## config.mk

```make
export PLATFORM = sky130hd
export DESIGN_NAME = ex_mem_skid_stage
export DESIGN_NICKNAME = d
export VERILOG_FILES = /design/src/rtl/pipe_pkg.sv /design/src/rtl/pipe_payload_reg.sv /design/src/rtl/ex_mem_skid_stage.sv
export SDC_FILE = /design/constraint.sdc
export NUM_CORES = 1
export LEC_CHECK = 0
export CAP_MARGIN = 40
export CORE_MARGIN = 5
export CORE_UTILIZATION = 40
export DETAILED_ROUTE_END_ITERATION = 12
export PLACE_DENSITY = 0.69
export SLEW_MARGIN = 20
export SYNTH_ARGS = -nofsm -noshare
export SYNTH_HDL_FRONTEND = slang
export SYNTH_SLANG_ARGS = --single-unit
```

## constraint.sdc

```tcl
create_clock -name clk -period 7.9 [get_ports clk]
set_input_delay 1.58 -clock clk [delete_from_list [all_inputs] [get_ports clk]]
set_output_delay 1.58 -clock clk [all_outputs]
set_load 0.05 [all_outputs]
```

## src/rtl/pipe_pkg.sv

```systemverilog
// pipe_pkg: shared EX/MEM control-field layout, bubble value and payload type
package pipe_pkg;
  localparam int CTRL_W = 6;
  localparam int MEMREAD_BIT = 5;
  localparam int MEMWRITE_BIT = 4;
  localparam int MEMTOREG_LSB = 2;
  localparam int REGWRITE_BIT = 1;
  localparam logic [CTRL_W-1:0] BUBBLE_CTRL = '0;
  typedef struct packed {
    logic [CTRL_W-1:0] ctrl;
    logic [31:0] alu;
    logic [31:0] wdata;
    logic [4:0] wreg;
    logic [31:0] pc8;
  } ex_mem_payload_t;
endpackage

```

## src/rtl/pipe_payload_reg.sv

```systemverilog
// pipe_payload_reg: payload holding register with load, clear-to-bubble and async reset
module pipe_payload_reg import pipe_pkg::*; #(
  parameter int W = $bits(ex_mem_payload_t),
  parameter logic [W-1:0] RST_VAL = '0
)(
  input  logic         clk,
  input  logic         reset,
  input  logic         load,
  input  logic         clear,
  input  logic [W-1:0] d,
  output logic [W-1:0] q
);
  // clear returns the entry to its bubble value; load captures new payload
  always_ff @(posedge clk or posedge reset)
    if (reset) q <= RST_VAL;
    else if (clear) q <= RST_VAL;
    else if (load) q <= d;
endmodule

```

## src/rtl/ex_mem_skid_stage.sv

```systemverilog
// ex_mem_skid_stage: EX->MEM boundary with two-entry skid buffer; EX_MEM_PERF_EN adds stall/flush counters
module ex_mem_skid_stage import pipe_pkg::*; #(
  parameter int DATA_W = 32,
  parameter int REG_AW = 5,
  parameter int CTRL_W = pipe_pkg::CTRL_W,
  parameter logic [CTRL_W-1:0] BUBBLE_CTRL = pipe_pkg::BUBBLE_CTRL
)(
  input  logic              clk,
  input  logic              reset,
  input  logic              flush,
  input  logic              in_valid,
  output logic              in_ready,
  input  logic [CTRL_W-1:0] in_ctrl,
  input  logic [DATA_W-1:0] in_alu,
  input  logic [DATA_W-1:0] in_wdata,
  input  logic [REG_AW-1:0] in_wreg,
  input  logic [DATA_W-1:0] in_pc8,
  output logic              out_valid,
  input  logic              out_ready,
  output logic [CTRL_W-1:0] out_ctrl,
  output logic [DATA_W-1:0] out_alu,
  output logic [DATA_W-1:0] out_wdata,
  output logic [REG_AW-1:0] out_wreg,
  output logic [DATA_W-1:0] out_pc8
`ifdef EX_MEM_PERF_EN
  ,
  output logic [31:0]       perf_stall_cnt,
  output logic [31:0]       perf_flush_cnt
`endif
);
  localparam int PW = CTRL_W + 3 * DATA_W + REG_AW;
  localparam logic [PW-1:0] RST_PL = {BUBBLE_CTRL, {(PW - CTRL_W){1'b0}}};
  logic mainValid, skidValid, accept, consume;
  logic mainLoad, mainClear, skidLoad, skidClear;
  logic [CTRL_W-1:0] inCtrl;
  logic [PW-1:0] inPayload, mainD, mainQ, skidQ;
  assign in_ready = !skidValid;
  assign out_valid = mainValid;
  assign {out_ctrl, out_alu, out_wdata, out_wreg, out_pc8} = mainQ;
  // handshake decode and next-entry steering; flush blocks every load
  always_comb begin
    accept = in_valid && in_ready;
    consume = mainValid && out_ready;
    inCtrl = (in_wreg == '0) ? in_ctrl & ~(CTRL_W'(1) << REGWRITE_BIT) : in_ctrl;
    inPayload = {inCtrl, in_alu, in_wdata, in_wreg, in_pc8};
    mainD = skidValid ? skidQ : inPayload;
    mainLoad = !flush && (skidValid ? consume : accept && (!mainValid || consume));
    mainClear = flush || (mainValid && !skidValid && consume && !accept);
    skidLoad = !flush && mainValid && !skidValid && accept && !consume;
    skidClear = flush || (skidValid && consume);
  end
  // occupancy tracking; in_ready follows skidValid so it is a plain register output
  always_ff @(posedge clk or posedge reset)
    if (reset) begin
      mainValid <= 1'b0;
      skidValid <= 1'b0;
    end else if (flush) begin
      mainValid <= 1'b0;
      skidValid <= 1'b0;
    end else begin
      mainValid <= skidValid || accept || (mainValid && !consume);
      skidValid <= skidValid ? !consume : skidLoad;
    end
  pipe_payload_reg #(.W(PW), .RST_VAL(RST_PL)) u_main (
    .clk(clk), .reset(reset), .load(mainLoad), .clear(mainClear), .d(mainD), .q(mainQ)
  );
  pipe_payload_reg #(.W(PW), .RST_VAL(RST_PL)) u_skid (
    .clk(clk), .reset(reset), .load(skidLoad), .clear(skidClear), .d(inPayload), .q(skidQ)
  );
`ifdef EX_MEM_PERF_EN
  logic [32:0] flushSum;
  assign flushSum = {1'b0, perf_flush_cnt} + 33'(mainValid) + 33'(skidValid);
  // saturating stall-cycle and killed-entry counters
  always_ff @(posedge clk or posedge reset)
    if (reset) begin
      perf_stall_cnt <= '0;
      perf_flush_cnt <= '0;
    end else begin
      if (mainValid && !out_ready && perf_stall_cnt != '1) perf_stall_cnt <= perf_stall_cnt + 32'd1;
      if (flush) perf_flush_cnt <= flushSum[32] ? '1 : flushSum[31:0];
    end
`endif
endmodule

```

==> results of run 1 <==
## stage by stage
stage,utilization,power (mW)
after detailed placement,0.5158,1.702
after floorplan,-,1.495
after global routing,0.5580,3.054
final,0.5580,2.946
after CTS,0.5559,2.975
after global placement,0.5116,1.692
## placed cells by master, fill, tap and decap left out, drive strengths merged
| cell | synthesis | layout |
|---|---|---|
| a21oi | 108 | 108 |
| o21ai | 1 | 1 |
| nor2b | 1 | 1 |
| dfrtp | 216 | 216 |
| or3 | 1 | 1 |
| nor4bb | 1 | 1 |
| bufinv | 0 | 6 |
| nand4b | 1 | 1 |
| buf | 32 | 17 |
| clkinvlp | 0 | 2 |
| nor3b | 2 | 2 |
| o2bb2ai | 106 | 106 |
| nand4bb | 1 | 1 |
| mux2i | 107 | 107 |
| or4 | 2 | 2 |
| o211ai | 3 | 3 |
| clkdlybuf4s50 | 0 | 220 |
| o31a | 1 | 1 |
| inv | 3 | 3 |
| clkinv | 0 | 4 |
| nand2 | 215 | 215 |
| clkbuf | 38 | 32 |
## report_power, final
| part | leakage [nW] | switching (mW) | internal [mW] |
|---|---|---|---|
| combinational | 1.64 | 0.304 | 0.181 |
| sequential | 2.95 | 0.0372 | 1.16 |
| clock | 0.441 | 0.454 | 0.810 |
## logic make-up after synthesis
family	Yosys count
flip-flops	216
AND/OR/NAND/NOR	224
multiplexers	107
AO/OA/AOI/OAI	219
buffers and inverters	73
## layer usage
layer | vias to the layer above | track usage | share of wire
li1 | 3327 | - | -
met2 | 176 | 0.3145 | 0.49
met3 | 30 | 0.03400 | 0.051
met4 | 0 | 0.04114 | 0.017
met5 | - | 0 | 0
met1 | 3526 | 0.2609 | 0.45
## synth_stat cells, types with 2 or more instances
library cell,count,area (µm²)
o211ai_1,3,22.52
or4_1,2,15.01
buf_2,27,135.1
o2bb2ai_1,106,928.4
buf_4,2,15.01
mux2i_1,107,1071
dfrtp_1,216,5405
clkbuf_1,38,142.6
buf_6,3,33.78
inv_1,2,7.510
a21oi_1,108,540.5
nand2_1,215,807.0
## flip-flops by register name, summed over array words and instances (netlist names)
name and cells:
u_main.q 107, out_valid 1, skidValid 1, u_skid.q 107
## cell type report
class                      instances  area (µm²)
tap                              285       356.6
sequential                       216        5409
timing repair buffer             237        2427
fill                            1921       10010
clock buffer                      32       691.9
clock inverter                    12       215.2
inverter                           3       18.77
multi-input combinational        550        3515
## worst max-delay path by stage
stage | from | end | slack (ps) | cells past startpoint
finish | skidValid | in_ready | 3930 | 3
global route | skidValid | in_ready | 3870 | 3
CTS | skidValid | in_ready | 3800 | 2
detailed placement | out_ready | u_main.q[76] | 4120 | 6
global placement | reset | u_main.q[44] | 3880 | 3
floorplan | reset | out_valid | 410 | 1
## worst reg2reg max path, cell delays in order (launching register included)
cell and delay, ps:
dfrtp_4 710, buf_12 280, buf_4 570, buf_4 630, mux2i_1 300, o2bb2ai_1 80
==> results_dict.tcl, run 1 <==
set metrics [dict create \
    status "finished, final reports clean" \
    cp_data_arrival_time_ps 2390 \
    dpl_cell_area_um2 11680 \
    p_leak_nw 5.025 \
    wl_per_cell_um 18.75 \
    yosys_warnings 0 \
    cts_tree "done" \
    vias_per_cell 5.288 \
    post-cts-setup-buffers 0 \
    dpl.hpwl_mm 15.45 \
    relSlewSlack 0.5215 \
    crit_path_max_incr_delay_ps 820 \
    drcViolationCount 0 \
    stdcell_area_um2 12630 \
    final_cell_count_no_fill 1335 \
    critPathTopFamily "buffers and inverters" \
    port_buffers 220 \
    rsz0062_at_grt "no" \
    synth-seq-cells 216 \
    antenna_found_initial 0 \
    start_kind "register" \
    synth.mux.area_fraction 0.1163 \
    clock_path_buffers 3 \
    syn_inst 839 \
    ant_nets 0 \
    root_buffer "clkbuf_16" \
    synth_xor_area_frac 0 \
    area_growth_pct 37.21 \
    final.period_utilization 0.5019 \
    grt_pass1_vias 7369 \
    holdWs_ps 483.7 \
    synthAdderAreaFrac 0 \
    overflow 0 \
    grt_pass1_wl_mm 40.70 \
    diodes 0 \
    num_rows 55 \
    power.density_nw_per_um2 233.2 \
    fmax_mhz 252.2 \
    first_iter_violations 311 \
    gp_congestion 0.7235 \
    track_usage 0.1887 \
    syn_nets 951 \
    reg2regPathDepth 5 \
    worstMarginPinSlew_ps 717.7 \
    grt_max_degree 96 \
    path_buf_inv 3 \
    cp.required_ps 6320 \
    nets 1144 \
    cts_buffers 24 \
    peakVddDrop_mv 0.1466 \
    r2r_start "skidValid" \
    fp.dieArea_um2 26150 \
    finalWorstPathRequiredPeriod_ps 3965 \
    h-tree-depth 1 \
    drv_slew 0 \
    path_max_fanout 26 \
    drive_gt1_frac 0.06286 \
    fin_ws_ps 3935 \
    synthSimpleGateAreaFrac 0.09607 \
    hold_class "reg2reg" \
    min_delay_path_depth 1 \
    place_ws_ps 4116 \
    dr.pass1.iters 4 \
    ys_seq_area_frac 0.5870 \
    hold_end "u_main.q[5]" \
    synth_compound_area_frac 0.1639 \
    min-delay-start "u_main.q[5]" \
    worstSetupPathType "reg2out" \
    setup_violations 0 \
    syn_avg_cell_area_um2 10.97 \
    synth_top_family_by_area "compound AO/OA/AOI/OAI gates" \
    async_flop_share 1.000 \
    slowest_stage "clkdlybuf4s50_1" \
    num_vias 7059 \
    ys.flop_type "dfrtp_1" \
    end_kind "output port" \
    rrSetupSlack_ps 5190 \
    die_h_um 161.7 \
    syn_area_um2 9208 \
    finClkSkew_ps 8.620 \
    worstSkewPairLatency_ps 510 \
    synth_edf_count 0 \
    start_util 0.4067 \
    cts_resized 0 \
    cts.clk_slew.worst_paths_ps 60 \
    core_um2 22640 \
    die_x_um 161.7 \
    cap_violations 0 \
    r2r_end "u_main.q[104]" \
    finalWirelength_mm 25.03 \
    placed_cells 1289 \
    cts_hold_buf 0 \
    worstPathCellList "buf_12 -> inv_2 -> clkdlybuf4s50_1" \
    io_pins 221 \
    synth_cell_types 22 \
    hold_violations 0 \
    cts_sinks 216 \
    fin_tns_setup_ps 0 \
]
No activity file was read; power rests on OpenSTA's default activity.
==> run 2, diff against run 1 <==
- clock period: 7.9 -> 3.38 ns (I/O delays scaled with it)
==> results_dict.tcl, run 2 (synthesis results as in run 1) <==
set metrics [dict create \
    finClkSkew_ps 6.635 \
    seqPwrFrac 0.431 \
    ant_nets 0 \
    area_growth_pct 35.54 \
    vias_per_cell 5.297 \
    path_max_fanout 13 \
    rsz0062_at_grt "no" \
    wl_per_cell_um 18.71 \
    dpl.hpwl_mm 14.96 \
    fmax_mhz 363.9 \
    clock_path_buffers 3 \
    cap_violations 0 \
    power.net_switching_mw 1.827 \
    p_leak_nw 4.947 \
    cts.clk_slew.worst_paths_ps 60 \
    combPwrFrac 0.173 \
    worstMarginPinSlew_ps 867.0 \
    drive_gt1_frac 0.05826 \
    cts_hold_buf 0 \
    root_buffer "clkbuf_16" \
    final_common_cell "clkdlybuf4s50_1" \
    dpl_cell_area_um2 11690 \
    die_h_um 161.7 \
    gp_congestion 0.7439 \
    track_usage 0.1878 \
    cp_data_arrival_time_ps 2070 \
    fillers 1973 \
    dr.pass1.iters 4 \
    relSlewSlack 0.4220 \
    worstSetupPathType "reg2out" \
    num_rows 55 \
    finalPower_mw 6.498 \
    cts_tree "done" \
    start_kind "register" \
    die_x_um 161.7 \
    grt_pass1_wl_mm 40.64 \
    p_int_mw 4.671 \
    final_cell_mix "220 x clkdlybuf4s50_1, 215 x nand2_1, 215 x dfrtp_1, 108 x a21oi_1, 107 x mux2i_1" \
    peakVddDrop_mv 0.2668 \
    fin_ws_ps 631.7 \
    post-cts-setup-buffers 0 \
    diodes 0 \
    io_pins 221 \
    start_util 0.4067 \
    switching_share 0.2812 \
    end_kind "output port" \
    power.density_nw_per_um2 520.7 \
    nets 1141 \
    drcViolationCount 0 \
    cts_buffers 24 \
    cts_sinks 216 \
    cp.required_ps 2700 \
    setup_violations 0 \
    first_iter_violations 460 \
    final.period_utilization 0.8131 \
    port_buffers 220 \
    hold_class "in2async" \
    worstSkewPairLatency_ps 500 \
    stdcell_area_um2 12480 \
    cts_resized 0 \
    place_ws_ps 810.7 \
    h-tree-depth 1 \
    holdWs_ps 437.3 \
    grt_max_degree 109 \
    status "finished, final reports clean" \
    power.share.clock 0.396 \
    grt_pass1_vias 7306 \
    drv_slew 0 \
    finalWorstPathRequiredPeriod_ps 2748 \
    antenna_found_initial 0 \
    overflow 0 \
    num_vias 7055 \
    fp.dieArea_um2 26150 \
    top_regs "u_main.q x107, u_skid.q x107" \
    hold_violations 0 \
    finalWirelength_mm 24.92 \
    core_um2 22640 \
]
run 2: layout make-up:
class / count / area (µm²) / share of cell area
sequential: 216 / 5409 / 0.4334
multi-input combinational: 550 / 3515 / 0.2816
timing repair buffer: 234 / 2395 / 0.1919
clock buffer: 35 / 713.2 / 0.05715
tap: 285 / 356.6 / 0.02857
clock inverter: 9 / 76.32 / 0.006116
inverter: 3 / 15.01 / 0.001203
run 2: power groups by stage:
stage | registers, mW | clock network (mW) | logic [mW]
detailed placement | 2.84 | 0 | 1.14
finish | 2.80 | 2.57 | 1.12
global route | 2.82 | 2.76 | 1.20
global placement | 2.85 | 0 | 1.13
floorplan | 3.15 | 0 | 0.342
CTS | 2.80 | 2.64 | 1.14
run 2: path summary, 6_finish.rpt:
path	startpoint	end	slack [ps]	cells past startpoint
max	skidValid	in_ready	630	2
min	reset	u_skid.q[102]	440	2
max reg2reg	skidValid	u_skid.q[76]	840	5
min reg2reg	u_main.q[87]	u_main.q[87]	490	1
max in group asynchronous	reset	u_main.q[77]	2130	3
min in group clk	u_main.q[87]	u_main.q[87]	490	1
run 2: per-layer routing:
metal | vias up | global-route usage | wire [µm]
met1 | 3495 | 0.2729 | 11340
met5 | - | 0 | 0
met3 | 27 | 0.03603 | 1495
li1 | 3324 | - | -
met4 | 0 | 0.04229 | 416
met2 | 209 | 0.2954 | 11670
run 2: through the flow:
step                std cells  setup TNS [ps]  utilization
finish                   1332               0       0.5512
global route             1332               0       0.5512
CTS                      1332               0       0.5512
detailed placement       1288               0       0.5163
global placement         1288               0       0.5163
floorplan                 839          -23360            -
run 2: worst max-delay path: stages (launching register included):
cell and delay [ps]:
dfrtp_4 590, inv_2 140, clkdlybuf4s50_1 830
==> run 3, diff against run 2 <==
- PLACE_DENSITY: 0.69 -> 0.67
- clock period: 3.38 -> 2.6 ns (I/O delays scaled with it)
==> results_dict.tcl, run 3 (synthesis results as in run 1) <==
set metrics [dict create \
    grt_pass1_wl_mm 41.18 \
    finalPower_mw 8.400 \
    start_kind "register" \
    dr.pass1.iters 5 \
    h-tree-depth 1 \
    final.period_utilization 0.9158 \
    finClkSkew_ps 4.196 \
    placed_cells 1296 \
    cts_buffers 24 \
    cp_data_arrival_time_ps 1860 \
    ant_nets 0 \
    finalWorstPathRequiredPeriod_ps 2381 \
    port_buffers 220 \
    area_growth_pct 36.80 \
    setup_violations 0 \
    path_max_fanout 7 \
    cts_resized 0 \
    vias_per_cell 5.267 \
    final_common_cell "clkdlybuf4s50_1" \
    cts.clk_slew.worst_paths_ps 60 \
    slowest_stage "clkdlybuf4s50_1" \
    nets 1149 \
    antenna_found_initial 0 \
    p_leak_nw 5.006 \
    root_buffer "clkbuf_16" \
    first_iter_violations 439 \
    path_buf_inv 1 \
    grt_max_degree 107 \
    finalWirelength_mm 25.10 \
    worstMarginPinSlew_ps 659.3 \
    peakVddDrop_mv 0.3571 \
    cts_sinks 216 \
    status "finished, final reports clean" \
    final_cell_mix "219 x clkdlybuf4s50_1, 215 x nand2_1, 215 x dfrtp_1, 108 x a21oi_1, 107 x mux2i_1" \
    num_vias 7058 \
    core_um2 22640 \
    cts_hold_buf 0 \
    top_regs "u_main.q x107, u_skid.q x107" \
    start_util 0.4067 \
    crit_path_max_incr_delay_ps 880 \
    cp.required_ps 2080 \
    worstPathCellList "clkdlybuf4s50_1" \
    fp.dieArea_um2 26150 \
    drive_gt1_frac 0.06445 \
    end_kind "output port" \
    critPathTopFamily "buffers and inverters" \
    clock_path_buffers 3 \
    worstSetupPathType "reg2out" \
    power.density_nw_per_um2 666.9 \
    rrSetupSlack_ps 690 \
    diodes 0 \
    gp_congestion 0.7258 \
    post-cts-setup-buffers 0 \
    final_cell_count_no_fill 1340 \
    overflow 0 \
    worstSkewPairLatency_ps 500 \
    grt_pass1_vias 7441 \
    io_pins 221 \
    num_rows 55 \
    die_x_um 161.7 \
    cap_violations 0 \
    relSlewSlack 0.5605 \
    dpl.hpwl_mm 15.37 \
    drcViolationCount 0 \
    cts_tree "done" \
    rsz0062_at_grt "no" \
    track_usage 0.1909 \
    hold_violations 0 \
    drv_slew 0 \
    die_h_um 161.7 \
    fmax_mhz 420.0 \
    wl_per_cell_um 18.73 \
    hold_class "in2async" \
]
[run 3: cell count changes in the layout (fill, tap and decap cells not counted)]
cell and delta:
clkinv_4 -1, clkinv_2 -1, clkdlybuf4s50_1 -1, buf_12 +6, bufinv_16 -1, clkinvlp_4 -1
clkbuf_1 +2, clkbuf_8 +2, buf_4 +3
[run 3: area by class of cell]
| type | instances | area, µm² |
|---|---|---|
| Clock buffer | 39 | 748.2 |
| Clock inverter | 5 | 25.02 |
| Fill cell | 1952 | 10040 |
| Inverter | 3 | 15.01 |
| Multi-Input combinational cell | 550 | 3515 |
| Sequential cell | 216 | 5409 |
| Tap cell | 285 | 356.6 |
| Timing Repair Buffer | 242 | 2527 |
[run 3: where the power goes]
group / total [mW] / switching [mW] / internal [mW]
sequential: 3.64 / 0.116 / 3.53
clock: 3.28 / 1.32 / 1.96
combinational: 1.48 / 0.919 / 0.561
total: 8.40 / 2.35 / 6.05
[run 3: layer usage]
layer,vias up,wire length [µm],GRT usage
met2,179,11680,0.3084
li1,3345,-,-
met4,0,354,0.03537
met1,3500,11570,0.2696
met3,34,1485,0.04263
met5,-,0,0
[run 3: path summary, 6_finish.rpt]
kind / start / cells past startpoint / to
max: out_valid / 1 / out_valid
min: reset / 2 / u_skid.q[62]
max reg2reg: skidValid / 4 / u_main.q[51]
min reg2reg: u_main.q[95] / 1 / u_main.q[95]
max in group asynchronous: reset / 3 / u_main.q[80]
min in group clk: u_main.q[95] / 1 / u_main.q[95]
[run 3: per-stage QoR]
stage	utilization	setup slack [ps]	cell area [µm²]	hold slack [ps]	setup TNS [ps]
final	0.5563	218.9	12600	452.3	0
after global routing	0.5563	155.7	12600	470.9	0
after CTS	0.5563	181.3	12600	448.3	0
after detailed placement	0.5222	298.8	11820	472.6	0
after global placement	0.5222	349.9	11820	471.5	0
after floorplan	-	-732.1	9211	497.1	-158140
